## src/rtl/video_upscale_reader_pkg.sv

```systemverilog
// Shared types and helpers for the display read path: scale factor, FSM state,
// stored pixel formats and the colour-bar lookup used by the optional test pattern.
package video_pkg;

  typedef enum logic [1:0] {
    SCALE_1X = 2'd0,
    SCALE_2X = 2'd1,
    SCALE_4X = 2'd2
  } scale_e;

  typedef enum logic [1:0] {
    S_IDLE,
    S_FRAME,
    S_BLANK
  } state_e;

  localparam int unsigned PIX_FMT_RGB444 = 0;
  localparam int unsigned PIX_FMT_RGB565 = 1;

  localparam logic [23:0] RGB_BLACK = 24'h000000;

  // Reserved encoding 3 falls back to 1x.
  function automatic scale_e decode_scale(input logic [1:0] s);
    case (s)
      2'd1:    return SCALE_2X;
      2'd2:    return SCALE_4X;
      default: return SCALE_1X;
    endcase
  endfunction

  // Last sub-pixel/sub-line index for a scale factor (f-1).
  function automatic logic [1:0] sub_max(input scale_e f);
    case (f)
      SCALE_2X: return 2'd1;
      SCALE_4X: return 2'd3;
      default:  return 2'd0;
    endcase
  endfunction

  // Bars left to right: white, yellow, cyan, green, magenta, red, blue, black.
  function automatic logic [23:0] bar_colour(input logic [2:0] bar);
    return {{8{~bar[1]}}, {8{~bar[2]}}, {8{~bar[0]}}};
  endfunction

endpackage

```

## src/rtl/video_upscale_reader_if.sv

```systemverilog
// BRAM read port bundle: the read engine is the master, the image BRAM the slave.
interface video_upscale_reader_if #(
  parameter int unsigned ADDR_W = 18,
  parameter int unsigned PIX_W  = 12
);
  logic              rd_en;
  logic [ADDR_W-1:0] rd_addr;
  logic [PIX_W-1:0]  rd_data;

  modport master (output rd_en, output rd_addr, input rd_data);
  modport slave  (input rd_en, input rd_addr, output rd_data);
endinterface

```

## src/rtl/video_upscale_reader_pixel_expand.sv

```systemverilog
// Combinational stored-pixel to RGB888 expansion with MSB replication.
// Shared with the camera preview path.
module pixel_expand
  import video_pkg::*;
#(
  parameter int unsigned PIX_FMT = PIX_FMT_RGB444,
  parameter int unsigned PIX_W   = 12
) (
  input  logic [PIX_W-1:0] pix_i,
  output logic [23:0]      rgb_o
);

  if (PIX_FMT == PIX_FMT_RGB565) begin : g_rgb565
    assign rgb_o = {pix_i[15:11], pix_i[15:13],
                    pix_i[10:5],  pix_i[10:9],
                    pix_i[4:0],   pix_i[4:2]};
  end else begin : g_rgb444
    assign rgb_o = {pix_i[11:8], pix_i[11:8],
                    pix_i[7:4],  pix_i[7:4],
                    pix_i[3:0],  pix_i[3:0]};
  end

endmodule

```

## src/rtl/video_upscale_reader.sv

```systemverilog
// Frame-buffer read engine with nearest-neighbour 1x/2x/4x upscaling and sync re-alignment.
// Define VUR_TEST_PATTERN_EN to replace BRAM data with 8 vertical colour bars.
module video_upscale_reader
  import video_pkg::*;
#(
  parameter int unsigned SRC_H   = 512,
  parameter int unsigned SRC_V   = 384,
  parameter int unsigned PIX_FMT = 0,
  parameter int unsigned PIX_W   = 12,
  parameter int unsigned ADDR_W  = 18,
  parameter int unsigned RD_LAT  = 1
) (
  input  logic                          i_clk_pixel,
  input  logic                          i_rstn,
  input  logic                          i_vde,
  input  logic                          i_hsync,
  input  logic                          i_vsync,
  input  logic [11:0]                   i_set_x,
  input  logic [11:0]                   i_set_y,
  input  logic [1:0]                    i_scale,
  video_upscale_reader_if.master        bram,
  output logic [23:0]                   o_video_data,
  output logic                          o_video_vde,
  output logic                          o_video_hsync,
  output logic                          o_video_vsync,
  output logic                          o_frame_start
);

  localparam int unsigned XW  = $clog2(SRC_H + 1);
  localparam int unsigned YW  = $clog2(SRC_V + 1);
  localparam int unsigned DLY = 2 + RD_LAT;

  localparam logic [XW-1:0]     XEnd     = XW'(SRC_H);
  localparam logic [YW-1:0]     YLast    = YW'(SRC_V - 1);
  localparam logic [ADDR_W-1:0] LineStep = ADDR_W'(SRC_H);

  state_e              state_q, state_d;
  scale_e              scale_q, scale_d;
  logic [XW-1:0]       src_x_q, src_x_d;
  logic [YW-1:0]       src_y_q, src_y_d;
  logic [1:0]          h_sub_q, h_sub_d;
  logic [1:0]          v_sub_q, v_sub_d;
  logic [ADDR_W-1:0]   line_base_q, line_base_d;
  logic                vsync_prev_q, vde_prev_q;
  logic                act_q, act_d;
  logic [ADDR_W-1:0]   addr_q, addr_d;
  logic                frame_start_q, frame_start_d;
  logic [RD_LAT-1:0]   act_pipe_q, act_pipe_d;
  logic [DLY-1:0][2:0] sync_q, sync_d;
  logic [23:0]         data_q, data_d;
  logic                vsync_rise, vde_fall;

  // Coordinates are implied by the incremental counters; kept on the port for the timing bus.
  logic unused_coords;
  assign unused_coords = ^{i_set_x, i_set_y};

  assign vsync_rise = i_vsync & ~vsync_prev_q;
  assign vde_fall   = vde_prev_q & ~i_vde;

  always_comb begin
    state_d       = state_q;
    scale_d       = scale_q;
    src_x_d       = src_x_q;
    src_y_d       = src_y_q;
    h_sub_d       = h_sub_q;
    v_sub_d       = v_sub_q;
    line_base_d   = line_base_q;
    act_d         = 1'b0;
    addr_d        = addr_q;
    frame_start_d = vsync_rise;

    // vsync wins over any in-progress line.
    if (vsync_rise) begin
      state_d     = S_FRAME;
      scale_d     = decode_scale(i_scale);
      src_x_d     = '0;
      src_y_d     = '0;
      h_sub_d     = '0;
      v_sub_d     = '0;
      line_base_d = '0;
    end else if (state_q == S_FRAME) begin
      if (i_vde && (src_x_q < XEnd)) begin
        act_d  = 1'b1;
        addr_d = line_base_q + ADDR_W'(src_x_q);
        if (h_sub_q == sub_max(scale_q)) begin
          h_sub_d = '0;
          src_x_d = src_x_q + 1'b1;
        end else begin
          h_sub_d = h_sub_q + 1'b1;
        end
      end
      if (vde_fall) begin
        src_x_d = '0;
        h_sub_d = '0;
        if (v_sub_q == sub_max(scale_q)) begin
          v_sub_d = '0;
          src_y_d = src_y_q + 1'b1;
          // line_base stops at the last source line rather than stepping past the image.
          if (src_y_q == YLast) begin
            state_d = S_BLANK;
          end else begin
            line_base_d = line_base_q + LineStep;
          end
        end else begin
          v_sub_d = v_sub_q + 1'b1;
        end
      end
    end
  end

  assign act_pipe_d = RD_LAT'({act_pipe_q, act_q});
  assign sync_d     = (3 * DLY)'({sync_q, {i_vde, i_hsync, i_vsync}});

`ifdef VUR_TEST_PATTERN_EN
  logic [2:0]             bar_q, bar_d;
  logic [RD_LAT-1:0][2:0] bar_pipe_q, bar_pipe_d;
  logic                   unused_rd_data;

  assign unused_rd_data = ^bram.rd_data;
  assign bar_d          = 3'((32'(src_x_q) * 32'd8) / SRC_H);
  assign bar_pipe_d     = (3 * RD_LAT)'({bar_pipe_q, bar_q});
  assign data_d         = act_pipe_q[RD_LAT-1] ? bar_colour(bar_pipe_q[RD_LAT-1]) : RGB_BLACK;
  assign bram.rd_en     = 1'b0;

  always_ff @(posedge i_clk_pixel) begin
    if (!i_rstn) begin
      bar_q      <= '0;
      bar_pipe_q <= '0;
    end else begin
      bar_q      <= bar_d;
      bar_pipe_q <= bar_pipe_d;
    end
  end
`else
  logic [23:0] pix_rgb;

  pixel_expand #(
    .PIX_FMT (PIX_FMT),
    .PIX_W   (PIX_W)
  ) u_pixel_expand (
    .pix_i (bram.rd_data),
    .rgb_o (pix_rgb)
  );

  assign data_d     = act_pipe_q[RD_LAT-1] ? pix_rgb : RGB_BLACK;
  assign bram.rd_en = act_q;
`endif

  assign bram.rd_addr  = addr_q;
  assign o_video_data  = data_q;
  assign o_video_vde   = sync_q[DLY-1][2];
  assign o_video_hsync = sync_q[DLY-1][1];
  assign o_video_vsync = sync_q[DLY-1][0];
  assign o_frame_start = frame_start_q;

  always_ff @(posedge i_clk_pixel) begin
    if (!i_rstn) begin
      state_q       <= S_IDLE;
      scale_q       <= SCALE_1X;
      src_x_q       <= '0;
      src_y_q       <= '0;
      h_sub_q       <= '0;
      v_sub_q       <= '0;
      line_base_q   <= '0;
      vsync_prev_q  <= 1'b0;
      vde_prev_q    <= 1'b0;
      act_q         <= 1'b0;
      addr_q        <= '0;
      frame_start_q <= 1'b0;
      act_pipe_q    <= '0;
      sync_q        <= '0;
      data_q        <= '0;
    end else begin
      state_q       <= state_d;
      scale_q       <= scale_d;
      src_x_q       <= src_x_d;
      src_y_q       <= src_y_d;
      h_sub_q       <= h_sub_d;
      v_sub_q       <= v_sub_d;
      line_base_q   <= line_base_d;
      vsync_prev_q  <= i_vsync;
      vde_prev_q    <= i_vde;
      act_q         <= act_d;
      addr_q        <= addr_d;
      frame_start_q <= frame_start_d;
      act_pipe_q    <= act_pipe_d;
      sync_q        <= sync_d;
      data_q        <= data_d;
    end
  end

endmodule

```

## src/flat_wrapper.sv

```systemverilog
// flat-port wrapper written by rule: the top's interface ports become plain ports
module video_upscale_reader_flat import video_pkg::*;
#(
  parameter int unsigned SRC_H   = 512,
  parameter int unsigned SRC_V   = 384,
  parameter int unsigned PIX_FMT = 0,
  parameter int unsigned PIX_W   = 12,
  parameter int unsigned ADDR_W  = 18,
  parameter int unsigned RD_LAT  = 1
)
  (i_clk_pixel, i_rstn, i_vde, i_hsync, i_vsync, i_set_x, i_set_y, i_scale, o_video_data, o_video_vde, o_video_hsync, o_video_vsync, o_frame_start, bram_rd_en, bram_rd_addr, bram_rd_data);
  video_upscale_reader_if #(.ADDR_W(ADDR_W), .PIX_W(PIX_W)) bram_i ();
  input  logic i_clk_pixel;
  input  logic i_rstn;
  input  logic i_vde;
  input  logic i_hsync;
  input  logic i_vsync;
  input  logic [11:0] i_set_x;
  input  logic [11:0] i_set_y;
  input  logic [1:0] i_scale;
  output logic [23:0] o_video_data;
  output logic o_video_vde;
  output logic o_video_hsync;
  output logic o_video_vsync;
  output logic o_frame_start;
  output wire logic [$bits(bram_i.rd_en)-1:0] bram_rd_en;
  output wire logic [$bits(bram_i.rd_addr)-1:0] bram_rd_addr;
  input wire logic [$bits(bram_i.rd_data)-1:0] bram_rd_data;
  assign bram_rd_en = bram_i.rd_en;
  assign bram_rd_addr = bram_i.rd_addr;
  assign bram_i.rd_data = bram_rd_data;
  video_upscale_reader #(.SRC_H(SRC_H), .SRC_V(SRC_V), .PIX_FMT(PIX_FMT), .PIX_W(PIX_W), .ADDR_W(ADDR_W), .RD_LAT(RD_LAT)) u_core (.i_clk_pixel(i_clk_pixel), .i_rstn(i_rstn), .i_vde(i_vde), .i_hsync(i_hsync), .i_vsync(i_vsync), .i_set_x(i_set_x), .i_set_y(i_set_y), .i_scale(i_scale), .bram(bram_i), .o_video_data(o_video_data), .o_video_vde(o_video_vde), .o_video_hsync(o_video_hsync), .o_video_vsync(o_video_vsync), .o_frame_start(o_frame_start));
endmodule
```

## config.mk

```make
export PLATFORM = sky130hd
export DESIGN_NAME = video_upscale_reader_flat
export DESIGN_NICKNAME = d
export VERILOG_FILES = /design/src/rtl/video_upscale_reader_pkg.sv /design/src/rtl/video_upscale_reader_if.sv /design/src/rtl/video_upscale_reader_pixel_expand.sv /design/src/rtl/video_upscale_reader.sv /design/src/flat_wrapper.sv
export SDC_FILE = /design/constraint.sdc
export NUM_CORES = 1
export LEC_CHECK = 0
export ABC_AREA = 1
export BUFFER_PORTS_ARGS = -buffer_cell sky130_fd_sc_hd__buf_2
export CAP_MARGIN = 15
export CORE_MARGIN = 4
export CORE_UTILIZATION = 50
export DETAILED_ROUTE_END_ITERATION = 12
export PLACE_DENSITY = 0.8
export SLEW_MARGIN = 20
export SYNTH_ARGS = -nofsm -noshare
export SYNTH_HDL_FRONTEND = slang
export SYNTH_SLANG_ARGS = --single-unit
```

## constraint.sdc

```tcl
create_clock -name i_clk_pixel -period 1.8 [get_ports i_clk_pixel]
set_input_delay 0.09 -clock i_clk_pixel [delete_from_list [all_inputs] [get_ports i_clk_pixel]]
set_output_delay 0.09 -clock i_clk_pixel [all_outputs]
set_load 0.01 [all_outputs]
```

# After elaboration in Yosys (flattened, before gate mapping)
# Cells that the tools add are included.
dict set report totals {
  ff_bits 101
  inputBits 43
  output_inout_bits 47
  elab_cells 80
}
dict set report classes {
  addsub 6
  order_cmp 1
  n_eq_ne 8
  n_mux 21
  bitwise_logic 8
  reduce_logical 18
}
# cell count
set op_table {}
lappend op_table {{$mux 10} 3}
lappend op_table {{$mux 2} 10}
lappend op_table {{$add 18x10->18} 1}
lappend op_table {{$add 18x10->18 const B} 1}
lappend op_table {{$reduce_and 4->1} 3}
lappend op_table {{$reduce_bool 2->1} 6}
lappend op_table {{$add 10x1->10 const B} 1}
lappend op_table {{$lt 10x10->1 const B} 1}
lappend op_table {{$add 9x1->9 const B} 1}
lappend op_table {{$eq 9x9->1 const B} 1}
lappend op_table {{$reduce_and 3->1} 3}
lappend op_table {{$pmux 2 s2} 2}
lappend op_table {{$eq 2x1->1 const B} 3}
lappend op_table {{$mux 1} 6}
lappend op_table {{$not 1->1} 6}
lappend op_table {{$reduce_and 2->1} 3}
lappend op_table {{$add 2x1->2 const B} 2}
lappend op_table {{$eq 2x2->1} 2}
lappend op_table {{$eq 2x2->1 const B} 2}
lappend op_table {{$reduce_or 3->1} 1}
lappend op_table {{$and 1x1->1} 2}
lappend op_table {{$reduce_or 2->1} 1}
lappend op_table {{$logic_and 1x1->1} 1}

# Depth between registers and ports, before layout
# Gate-level depths: netlist of the first run.
dict set report logic_depth {
  ltp_word 10
  depth_mapped 11
  ltp_nobuf 11
}

# Cells and area by module
# Synthesis of the first run repeated with hierarchy kept, for this count alone.
dict set report unflattened {
  cells_unflattened 526
  area_unflattened_um2 3938.8
}
# module instances cells_per_inst area_per_inst_um2 seq_area_each_um2
set modules_own_cells {}
lappend modules_own_cells {video_upscale_reader 1 502 3758.6 1801.7}
lappend modules_own_cells {pixel_expand 1 24 180.2 0.0}

# Least setup slack after synthesis of the first run
# Ideal clock, no wire load.
dict set report synth_path {
  path_type {register to register}
  from {reg u_core.scale_q[0]}
  to {reg u_core.line_base_q[10]}
  setup_time_ns 0.113
  t_arrival_ns 1.399
  required_ns 1.687
  setup_slack_ns 0.288
  stages_incl_launch_ff 11
  path_buffers 0
  period_less_slack_ns 1.512
  cell_sequence {dfxtp_1 -> inv_1 -> ha_1 -> inv_1 -> nand2_1 -> nand2_1 -> nand2_1 -> nor2_4 -> nand2_2 -> o21ai_1 -> nor2_1}
}
dict set report synth_between {
  elab_chain_cells 7
  elab_cells_between_ends 8
  classes_between {3 x eq/ne; 4 x mux; 1 x reduce/logical}
}
# element line_no
set synth_rtl {}
lappend synth_rtl {{start: declaration} video_upscale_reader.sv:38} ;# scale_e scale_q, scale_d;
lappend synth_rtl {{start signal: assignment} video_upscale_reader.sv:175} ;# scale_q <= scale_d;
lappend synth_rtl {{$eq 2x2->1 / $eq 2x1->1 (equally long branches)} video_upscale_reader_pkg.sv:33} ;# case (f)
lappend synth_rtl {{$pmux 2 s2 (*)} video_upscale_reader_pkg.sv:33}
lappend synth_rtl {{$mux 2 (*)} video_upscale_reader.sv:92} ;# if (vde_fall) begin
lappend synth_rtl {{$mux 2 (*)} video_upscale_reader.sv:81} ;# end else if (state_q == S_FRAME) begin
lappend synth_rtl {{$mux 2 (*)} video_upscale_reader.sv:73} ;# if (vsync_rise) begin
lappend synth_rtl {{$eq 2x2->1 (*)} video_upscale_reader.sv:95} ;# if (v_sub_q == sub_max(scale_q)) begin
lappend synth_rtl {{$reduce_and 4->1 (no source line) (*)} --}
lappend synth_rtl {{end signal: assignment} video_upscale_reader.sv:180} ;# line_base_q <= line_base_d;
lappend synth_rtl {{end: declaration} video_upscale_reader.sv:43} ;# logic [ADDR_W-1:0] line_base_q, line_base_d;
# Every way passes the cells marked *; elsewhere a longest branch is shown, timed or not. The select of a mux whose other input is x is not followed.
# A chain may end at the register's enable or synchronous reset.

# Final worst setup path of the first run
dict set report layout_path {
  from {reg u_core.scale_q[0]}
  to {reg u_core.line_base_q[14]}
}
# Same word-level chain as after synthesis.

==> flow_summary_export.csv, run 1 <==
group,metric,value,unit
routing,drtPass1Iterations,4,
critical_path,worst_ep_required_time,2070,ps
routing,via_per_inst,4.82,
yosys,yosys_warnings,0,
timing,worst_pin_slew,392,ps
yosys,synth_area_leaders,"dfxtp_1 (45%), nand2_1 (12%), inv_1 (7.1%)",
grt,use_met2,32.5,%
yosys,synth_flop_cell,"dfxtp_1",
pwr,p_per_area,800,nW/µm²
critical_path,critPathCapture,"u_core.line_base_q[14]",
placement,place.port_buffers,65,
critical_path,slowest_stage,"ha_1",
grt,grt_pass1_vias,2978,
critical_path,cp_common_cell,"nand2_1",
cts,clockBufferDepth,2,
critical_path,worst_ep_arrival_time,1960,ps
placement,place_congestion,0.874,
critical_path,cpPeakStageDelay,330,ps
yosys,synthesis.area,3500,µm²
pwr,power,3.38,mW
floorplanning,core,6790,µm²
floorplanning,rows,30,
timing,hold_viol,0,
timing,max_freq,591,MHz
yosys,synthTopCellsByCount,"nand2_1 (110), dfxtp_1 (78), inv_1 (66)",
critical_path,start_kind,"flip-flop",
yosys,synth_top_area_share,44.6,%
routing,wl,7.47,mm
hold_path,hold_start,"i_scale[1]",
run,maxCapViolCount,0,
grt,grt_busiest_layer,"met2",
critical_path,timing.rr.end,"u_core.line_base_q[14]",
yosys,syn_nets,531,
yosys,yosysSeqAreaShare,44.6,%
yosys,avgSynthCellArea,7.27,µm²
timing,period_share,94.0,%
routing,drt_iter0_drc,176,
yosys,synthArstFlopShare,0,%
routing,antenna_left,0,
cts,cts_tree,"yes",
critical_path,timing.rr.start,"u_core.scale_q[0]",
final_layout,multiInputGateArea,1530,µm²
routing,vias,3179,
pwr,peakVddDrop,395,µV
cts,clkTransAtPathRegs,80,ps
critical_path,crit_fanout,9,
timing,fin_crit,1690,ps
critical_path,criticalPathCategory,"flip-flop to flip-flop",
yosys,ys_seq_elements,78,
final_layout,regArea,1560,µm²
critical_path,cp-end-kind,"flip-flop",
critical_path,crit_chain,"inv_1 > ha_1 > inv_1 > nand2_1 > nand2_1 > nand3_4 > nor2_2 > nand2_1 > a21oi_1",
cts,clock_tree.root_cell,"clkbuf_8",
grt,grtUsageMet3,4.18,%
final_layout,areaGrowthSynthToFinish,20.6,%
floorplanning,fp.dieArea,8410,µm²
grt,grt_max_degree,19,
critical_path,rr_worst_depth,9,
critical_path,crit_start,"u_core.scale_q[0]",
hold_path,hold_path_class,"primary input to flip-flop",
pwr,power_leakage,2.07,nW
routing,wl_per_cell,11.3,µm
timing,skew,13.2,ps
final_layout,fin_nets,607,
grt,grt_pass1_wl,13.1,mm
timing,setup_viol,0,
cts,numCtsBuffers,9,
final_layout,fillers,599,
yosys,synth_edf_count,0,
final_layout,final_util,62.2,%
floorplanning,start_util,51.5,%
run_status,status,"finished, final reports clean",
timing,relSlewSlack,73.7,%
grt,overflow,0,
grt,met1_usage,23.2,%
floorplanning,die_h,91.7,µm
yosys,synthCells,482,
final_layout,drive_gt1_share,19.4,%
grt,antenna_found_initial,0,
final_layout,antenna_cells,0,
yosys,synth_top_cell_by_area,"dfxtp_1",
timing,slew_violations,0,
floorplanning,pin_count,90,
grt,grt_use_total,18.8,%
yosys,synth.most_common_cell,"nand2_1",
yosys,synth_cell_types,33,
critical_path,r2r_slack,110,ps
cts,cts_sinks,78,
floorplanning,dieWidth,91.7,µm
timing,setup-tns-final,0,ps
timing,rsz0062_at_grt,"false",
cts,htreeDepth,3,
placement,place_hpwl,5.07,mm
routing,drc,0,
cts,insertion_delay,360,ps
## cell families (layout without fill, tap and decap cells)
logic type                 count (synthesis)  after routing  share of synthesized area, %
and+or+nand+nor                          235            235                          29.8
buffers and inverters                     93            174                          11.9
adders and majority gates                  6              6                          2.14
AOI/OAI and AO/OA                         60             60                          9.11
xor gates and xnor gates                  10             10                          2.50
DFF                                       78             78                          44.6
## metrics by stage
| step | instance area (µm²) | std cells | hold WS [ps] | setup WS [ps] |
|---|---|---|---|---|
| finish | 4220 | 659 | 15.4 | 108 |
| global route | 4220 | 659 | 41.4 | 4.56 |
| CTS | 4220 | 659 | 11.3 | 13.5 |
| detailed placement | 3860 | 627 | 278 | 128 |
| global placement | 3860 | 627 | 279 | 182 |
| floorplan | 3500 | 482 | 183 | 288 |
## timing repair
action | CTS | global route
hold buffers | 16 | 0
hold endpoints to repair | 17 | 0
buffers inserted | 0 | 0
endpoints found under the setup margin | 0 | 3
resized for setup | 0 | 1
## power breakdown
group          leakage, nW  internal (mW)  switching [mW]
clock network       0.0996          0.645           0.669
logic                 1.34          0.113           0.167
registers            0.632           1.77          0.0199
total                 2.07           2.52           0.856
## per-layer routing
metal  up-vias  part of all wire (%)
met1      1417                    42
met4         0                   1.4
met2       104                    49
met5         -                     0
li1       1646                     -
met3        12                   7.1
## final cells by class
cell class	count	share of cell area, %
clock buffers	9	2.93
inverters	69	6.13
multi-input cells	311	36.2
repair buffers	89	13.2
well taps	96	2.84
clock inverters	7	1.75
flip-flops and latches	78	37.0
## worst min-delay path by stage
stage | to | slack [ps] | cells past startpoint
CTS | u_core.scale_q[1] | 10 | 3
global placement | u_core.sync_d[4] | 280 | 3
detailed placement | u_core.sync_d[4] | 280 | 3
floorplan | u_core.vde_prev_q | 180 | 2
finish | u_core.scale_q[1] | 20 | 3
global route | u_core.scale_q[1] | 40 | 3
## flip-flops by register name, summed over array words and instances, names as in the netlist, 2 cells and up
| register | cells |
|---|---|
| u_core.bram.rd_addr | 18 |
| u_core.h_sub_q | 2 |
| u_core.line_base_q | 9 |
| u_core.o_video_data | 12 |
| u_core.scale_q | 2 |
| u_core.src_x_q | 10 |
| u_core.src_y_q | 9 |
| u_core.state_q | 2 |
| u_core.sync_d | 5 |
| u_core.v_sub_q | 2 |
## worst max-delay path: cells and delay by family (launching register included)
| kind | cells | cell delay, ps |
|---|---|---|
| buffers and inverters | 2 | 150 |
| AO/OA/AOI/OAI | 1 | 170 |
| flip-flops | 1 | 310 |
| AND/OR/NAND/NOR | 5 | 650 |
| adder cells (fa/ha/maj) | 1 | 330 |
## layout by cell type, fill, tap and decap left out, drive strengths merged
master and count:
ha 6, nand2 117, o211ai 1, bufinv 1, nor4 1, dlygate4sd3 16, o21ai 24, a21oi 31
nor3 5, dfxtp 78, xnor2 4, o31ai 1, nand3 38, a31oi 1, nor2 67, a21boi 1
clkinv 5, xor2 6, clkbuf 9, clkinvlp 1, nand3b 2, inv 69, buf 73, o21a 1
nand4 5
Power figures use the tool's default switching activity.
==> run 2: changes to the inputs <==
MAX_ROUTING_LAYER = met4   (was unset)
==> flow_summary_export.csv, run 2 (synthesis results as in run 1) <==
group,metric,value,unit
run_status,status,"finished, final reports clean",
pwr,p_switching,0.852,mW
routing,wl_met2,3.68,mm
cts,cts_sinks,78,
final_layout,fillers,599,
timing,relSlewSlack,73.8,%
final_layout,areaGrowthSynthToFinish,20.6,%
critical_path,criticalPathCategory,"flip-flop to flip-flop",
final_layout,antenna_cells,0,
cts,clock_tree.root_cell,"clkbuf_8",
routing,drc,0,
timing,skew,14.4,ps
placement,place_hpwl,5.07,mm
cts,clkTransAtPathRegs,80,ps
cts,htreeDepth,3,
pwr,p_per_area,799,nW/µm²
critical_path,crit_fanout,9,
floorplanning,core,6790,µm²
grt,grt_pass1_wl,13.1,mm
routing,drt_iter0_drc,165,
floorplanning,die_h,91.7,µm
routing,wl_per_cell,11.3,µm
placement,place_congestion,0.888,
final_layout,drive_gt1_share,19.4,%
critical_path,slowest_stage,"ha_1",
pwr,p_int,2.52,mW
grt,grt_pass1_vias,2979,
final_layout,largest_reg_flops,18,
pwr,pwr-share-seq,52.9,%
timing,period_share,93.1,%
run,maxCapViolCount,0,
pwr,p_sw_share,25.2,%
timing,hold_viol,0,
cts,clockBufferDepth,2,
final_layout,final_common_cell,"nand2_1",
critical_path,start_kind,"flip-flop",
timing,max_freq,597,MHz
critical_path,crit_chain,"inv_1 > ha_1 > inv_1 > nand2_1 > nand2_1 > nand3_4 > nor2_2 > nand2_1 > a21oi_1",
floorplanning,fp.dieArea,8410,µm²
critical_path,cp_common_cell,"nand2_1",
timing,rsz0062_at_grt,"false",
final_layout,layout_common_cells,"nand2_1 (110), dfxtp_1 (78), inv_1 (66)",
timing,slew_violations,0,
cts,cts_setup_buffers,0,
pwr,power_leakage,2.07,nW
grt,overflow,0,
timing,setup_viol,0,
cts,cts_tree,"yes",
critical_path,cp-end-kind,"flip-flop",
floorplanning,start_util,51.5,%
timing,setup-tns-final,0,ps
routing,vias,3186,
routing,wl,7.45,mm
timing,worst_pin_slew,392,ps
critical_path,cp_top_family,"simple AND/OR/NAND/NOR gates",
critical_path,cpPeakStageDelay,330,ps
floorplanning,dieWidth,91.7,µm
final_layout,fin_nets,607,
floorplanning,rows,30,
critical_path,worst_ep_arrival_time,1940,ps
grt,antenna_found_initial,0,
placement,place.port_buffers,65,
pwr,power,3.37,mW
routing,antenna_left,0,
critical_path,crit_buf_inv,2,
pwr,p_comb_share,8.3,%
timing,fin_crit,1680,ps
floorplanning,pin_count,90,
routing,top_layer,"met4",
cts,insertion_delay,360,ps
pwr,clkPwrFrac,38.8,%
routing,wl_met3,512,µm
critical_path,worst_ep_required_time,2070,ps
routing,drtPass1Iterations,4,
pwr,peakVddDrop,395,µV
routing,wl_met1,3.15,mm
grt,grt_use_total,19.3,%
cts,numCtsBuffers,9,
grt,grt_max_degree,19,
hold_path,hold_path_class,"primary input to flip-flop",
routing,via_per_inst,4.83,
-- run 2: cell counts in the layout (fill, tap and decap cells not counted) --
No cell type changed its count.
-- run 2: final cells by class --
class,instances,area (µm²),share of cell area (%)
clock inverter,7,73.8,1.75
sequential,78,1560,37.0
inverter,69,259,6.13
timing repair buffer,89,558,13.2
multi-input combinational,311,1530,36.2
tap,96,120,2.84
clock buffer,9,124,2.93
-- run 2: power by group through the flow --
stage	registers, mW	clock network, mW	logic (mW)
2_1_floorplan	1.84	0	0.146
3_3_place_gp	1.83	0	0.247
3_5_place_dp	1.83	0	0.250
4_1_cts	1.79	1.33	0.279
5_1_grt	1.79	1.41	0.314
6_report	1.79	1.31	0.279
-- run 2: worst paths after layout --
check | slack [ps] | depth (start not counted) | start | endpoint
worst max register to register | 120 | 9 | u_core.scale_q[0] | u_core.line_base_q[14]
worst max-delay path | 120 | 9 | u_core.scale_q[0] | u_core.line_base_q[14]
worst min register to register | 410 | 2 | u_core.sync_d[7] | u_core.o_video_hsync
worst min-delay path | 20 | 3 | i_scale[1] | u_core.scale_q[1]
-- run 2: per-layer routing --
metal / GRT usage (%) / vias to the layer above
met4: 6.19 / 0
li1: - / 1648
met3: 4.18 / 13
met5: - / -
met2: 32.6 / 104
met1: 23.1 / 1421
-- run 2: per-stage QoR --
| step | hold WS (ps) | instance area, µm² | instances | setup slack, ps | util [%] |
|---|---|---|---|---|---|
| floorplan | 183 | 3500 | 482 | 288 | - |
| detailed placement | 278 | 3860 | 627 | 128 | 56.9 |
| CTS | 11.3 | 4220 | 659 | 13.5 | 62.1 |
| finish | 18.0 | 4220 | 659 | 124 | 62.2 |
| global route | 41.4 | 4220 | 659 | 4.56 | 62.2 |
| global placement | 279 | 3860 | 627 | 182 | 56.9 |
-- run 2: timing repair --
action,4_1_cts,5_1_grt
gates resized for setup,0,1
setup endpoints to repair,0,3
hold buffers,16,0
hold endpoints to repair,17,0
-- run 2: worst register-to-register path, stage by stage, from the launching register on --
cell and delay [ps]:
dfxtp_1 310, inv_1 50, ha_1 330, inv_1 90
nand2_1 50, nand2_1 110, nand3_4 140, nor2_2 250
nand2_1 100, a21oi_1 180
==> run 3: changes to the inputs <==
CTS_BUF_LIST = sky130_fd_sc_hd__clkbuf_4   (was unset)
==> flow_summary_export.csv, run 3 (synthesis results as in run 1) <==
group,metric,value,unit
timing,fin_ws,152,ps
final_layout,final_cell_area,4190,µm²
pwr,p_sw_share,26.2,%
cts,clkTransAtPathRegs,120,ps
pwr,power_leakage,2.06,nW
routing,vias,3189,
final_layout,areaGrowthSynthToFinish,19.6,%
critical_path,worst_ep_arrival_time,1970,ps
final_layout,drive_gt1_share,19.3,%
routing,drt_iter0_drc,196,
critical_path,crit_start,"u_core.scale_q[0]",
hold_path,hold_start,"i_hsync",
critical_path,crit_fanout,12,
grt,grt_pass1_wl,13.2,mm
pwr,p_comb_share,9.0,%
hold_path,hold_path_class,"primary input to flip-flop",
critical_path,criticalPathCategory,"flip-flop to flip-flop",
critical_path,cp-end-kind,"flip-flop",
routing,antenna_left,0,
cts,htreeDepth,3,
floorplanning,fp.dieArea,8410,µm²
grt,grt_pass1_vias,3016,
grt,grt_max_degree,19,
timing,hold_viol,0,
critical_path,worst_ep_required_time,2120,ps
critical_path,start_kind,"flip-flop",
timing,setup-tns-final,0,ps
timing,rsz0062_at_grt,"false",
run,maxCapViolCount,0,
floorplanning,die_h,91.7,µm
final_layout,final_common_cell,"nand2_1",
placement,place_hpwl,5.07,mm
cts,clock_tree.root_cell,"clkbuf_4",
timing,max_freq,607,MHz
timing,slew_violations,0,
placement,post-place-ws,128,ps
pwr,power,3.13,mW
pwr,clkPwrFrac,33.9,%
run_status,status,"finished, final reports clean",
routing,drc,0,
grt,antenna_found_initial,0,
critical_path,timing.rr.start,"u_core.scale_q[0]",
cts,clockBufferDepth,2,
cts,cts_tree,"yes",
routing,wl_per_cell,11.3,µm
pwr,pwr-share-seq,57.1,%
timing,period_share,91.6,%
timing,skew,17.6,ps
final_layout,largest_reg_flops,18,
pwr,p_per_area,748,nW/µm²
cts,cts_sinks,78,
floorplanning,start_util,51.5,%
floorplanning,core,6790,µm²
timing,setup_viol,0,
placement,place_congestion,0.888,
grt,overflow,0,
pwr,peakVddDrop,413,µV
floorplanning,rows,30,
final_layout,fin_nets,609,
timing,relSlewSlack,73.9,%
cts,insertion_delay,430,ps
floorplanning,pin_count,90,
pwr,p_int,2.31,mW
final_layout,antenna_cells,0,
timing,worst_pin_slew,390,ps
pwr,p_switching,0.821,mW
routing,drtPass1Iterations,4,
routing,via_per_inst,4.82,
placement,place_inst,627,
cts,numCtsBuffers,9,
timing,fin_crit,1650,ps
final_layout,layout_common_cells,"nand2_1 (110), dfxtp_1 (78), inv_1 (66)",
final_layout,layout.cells.non_filler,661,
routing,wl,7.46,mm
floorplanning,dieWidth,91.7,µm
placement,place.port_buffers,65,
placement,postPlaceCellArea,3860,µm²
grt,grt_use_total,19.6,%
-- run 3: path summary, 6_finish.rpt --
kind                     endpoint  slack [ps]  depth (start not counted)
max reg2reg     u_core.src_y_q[5]         150                         11
min reg2reg  u_core.o_video_hsync         420                          2
max             u_core.src_y_q[5]         150                         11
min              u_core.sync_d[4]         380                          4
-- run 3: layer usage --
metal	global-route usage (%)	up-vias	routed length [µm]
met5	-	-	0
met3	5.33	14	474
li1	-	1657	-
met2	32.4	89	3600
met4	7.55	0	145
met1	22.8	1429	3240
-- run 3: metrics by stage --
| stage | utilization, % | hold WS [ps] |
|---|---|---|
| floorplan | - | 183 |
| global placement | 56.9 | 279 |
| detailed placement | 56.9 | 278 |
| CTS | 61.6 | 371 |
| global route | 61.6 | 374 |
| finish | 61.6 | 382 |
-- run 3: critical path, stage by stage, from the launching register on --
cell     delay [ps]
dfxtp_1         330
inv_1            50
ha_1            330
inv_1            90
nand2_1          50
nand2_1         110
nand2_1         100
nor2_4          150
buf_12          140
nand3_1          60
nand2_1          80
nor2_1           60
-- run 3: final cells by class --
cell class              count  area [µm²]
fillers                   610        2610
flip-flops and latches     78        1560
multi-input cells         311        1530
repair buffers             91         578
inverters                  69         259
well taps                  96         120
clock inverters             7        73.8
clock buffers               9        67.6
-- run 3: repair_timing --
action                                 CTS  global route
buffers inserted                         0             0
hold buffers                            18             0
gates resized for setup                  0             1
endpoints found under the hold margin   20             0
setup endpoints to repair                0             3
-- run 3: power by group through the flow --
stage          combinational [mW]  sequential, mW  clock (mW)
4_1_cts                     0.282            1.79        1.08
3_5_place_dp                0.250            1.83           0
2_1_floorplan               0.146            1.84           0
5_1_grt                     0.318            1.79        1.17
6_report                    0.283            1.79        1.06
3_3_place_gp                0.247            1.83           0
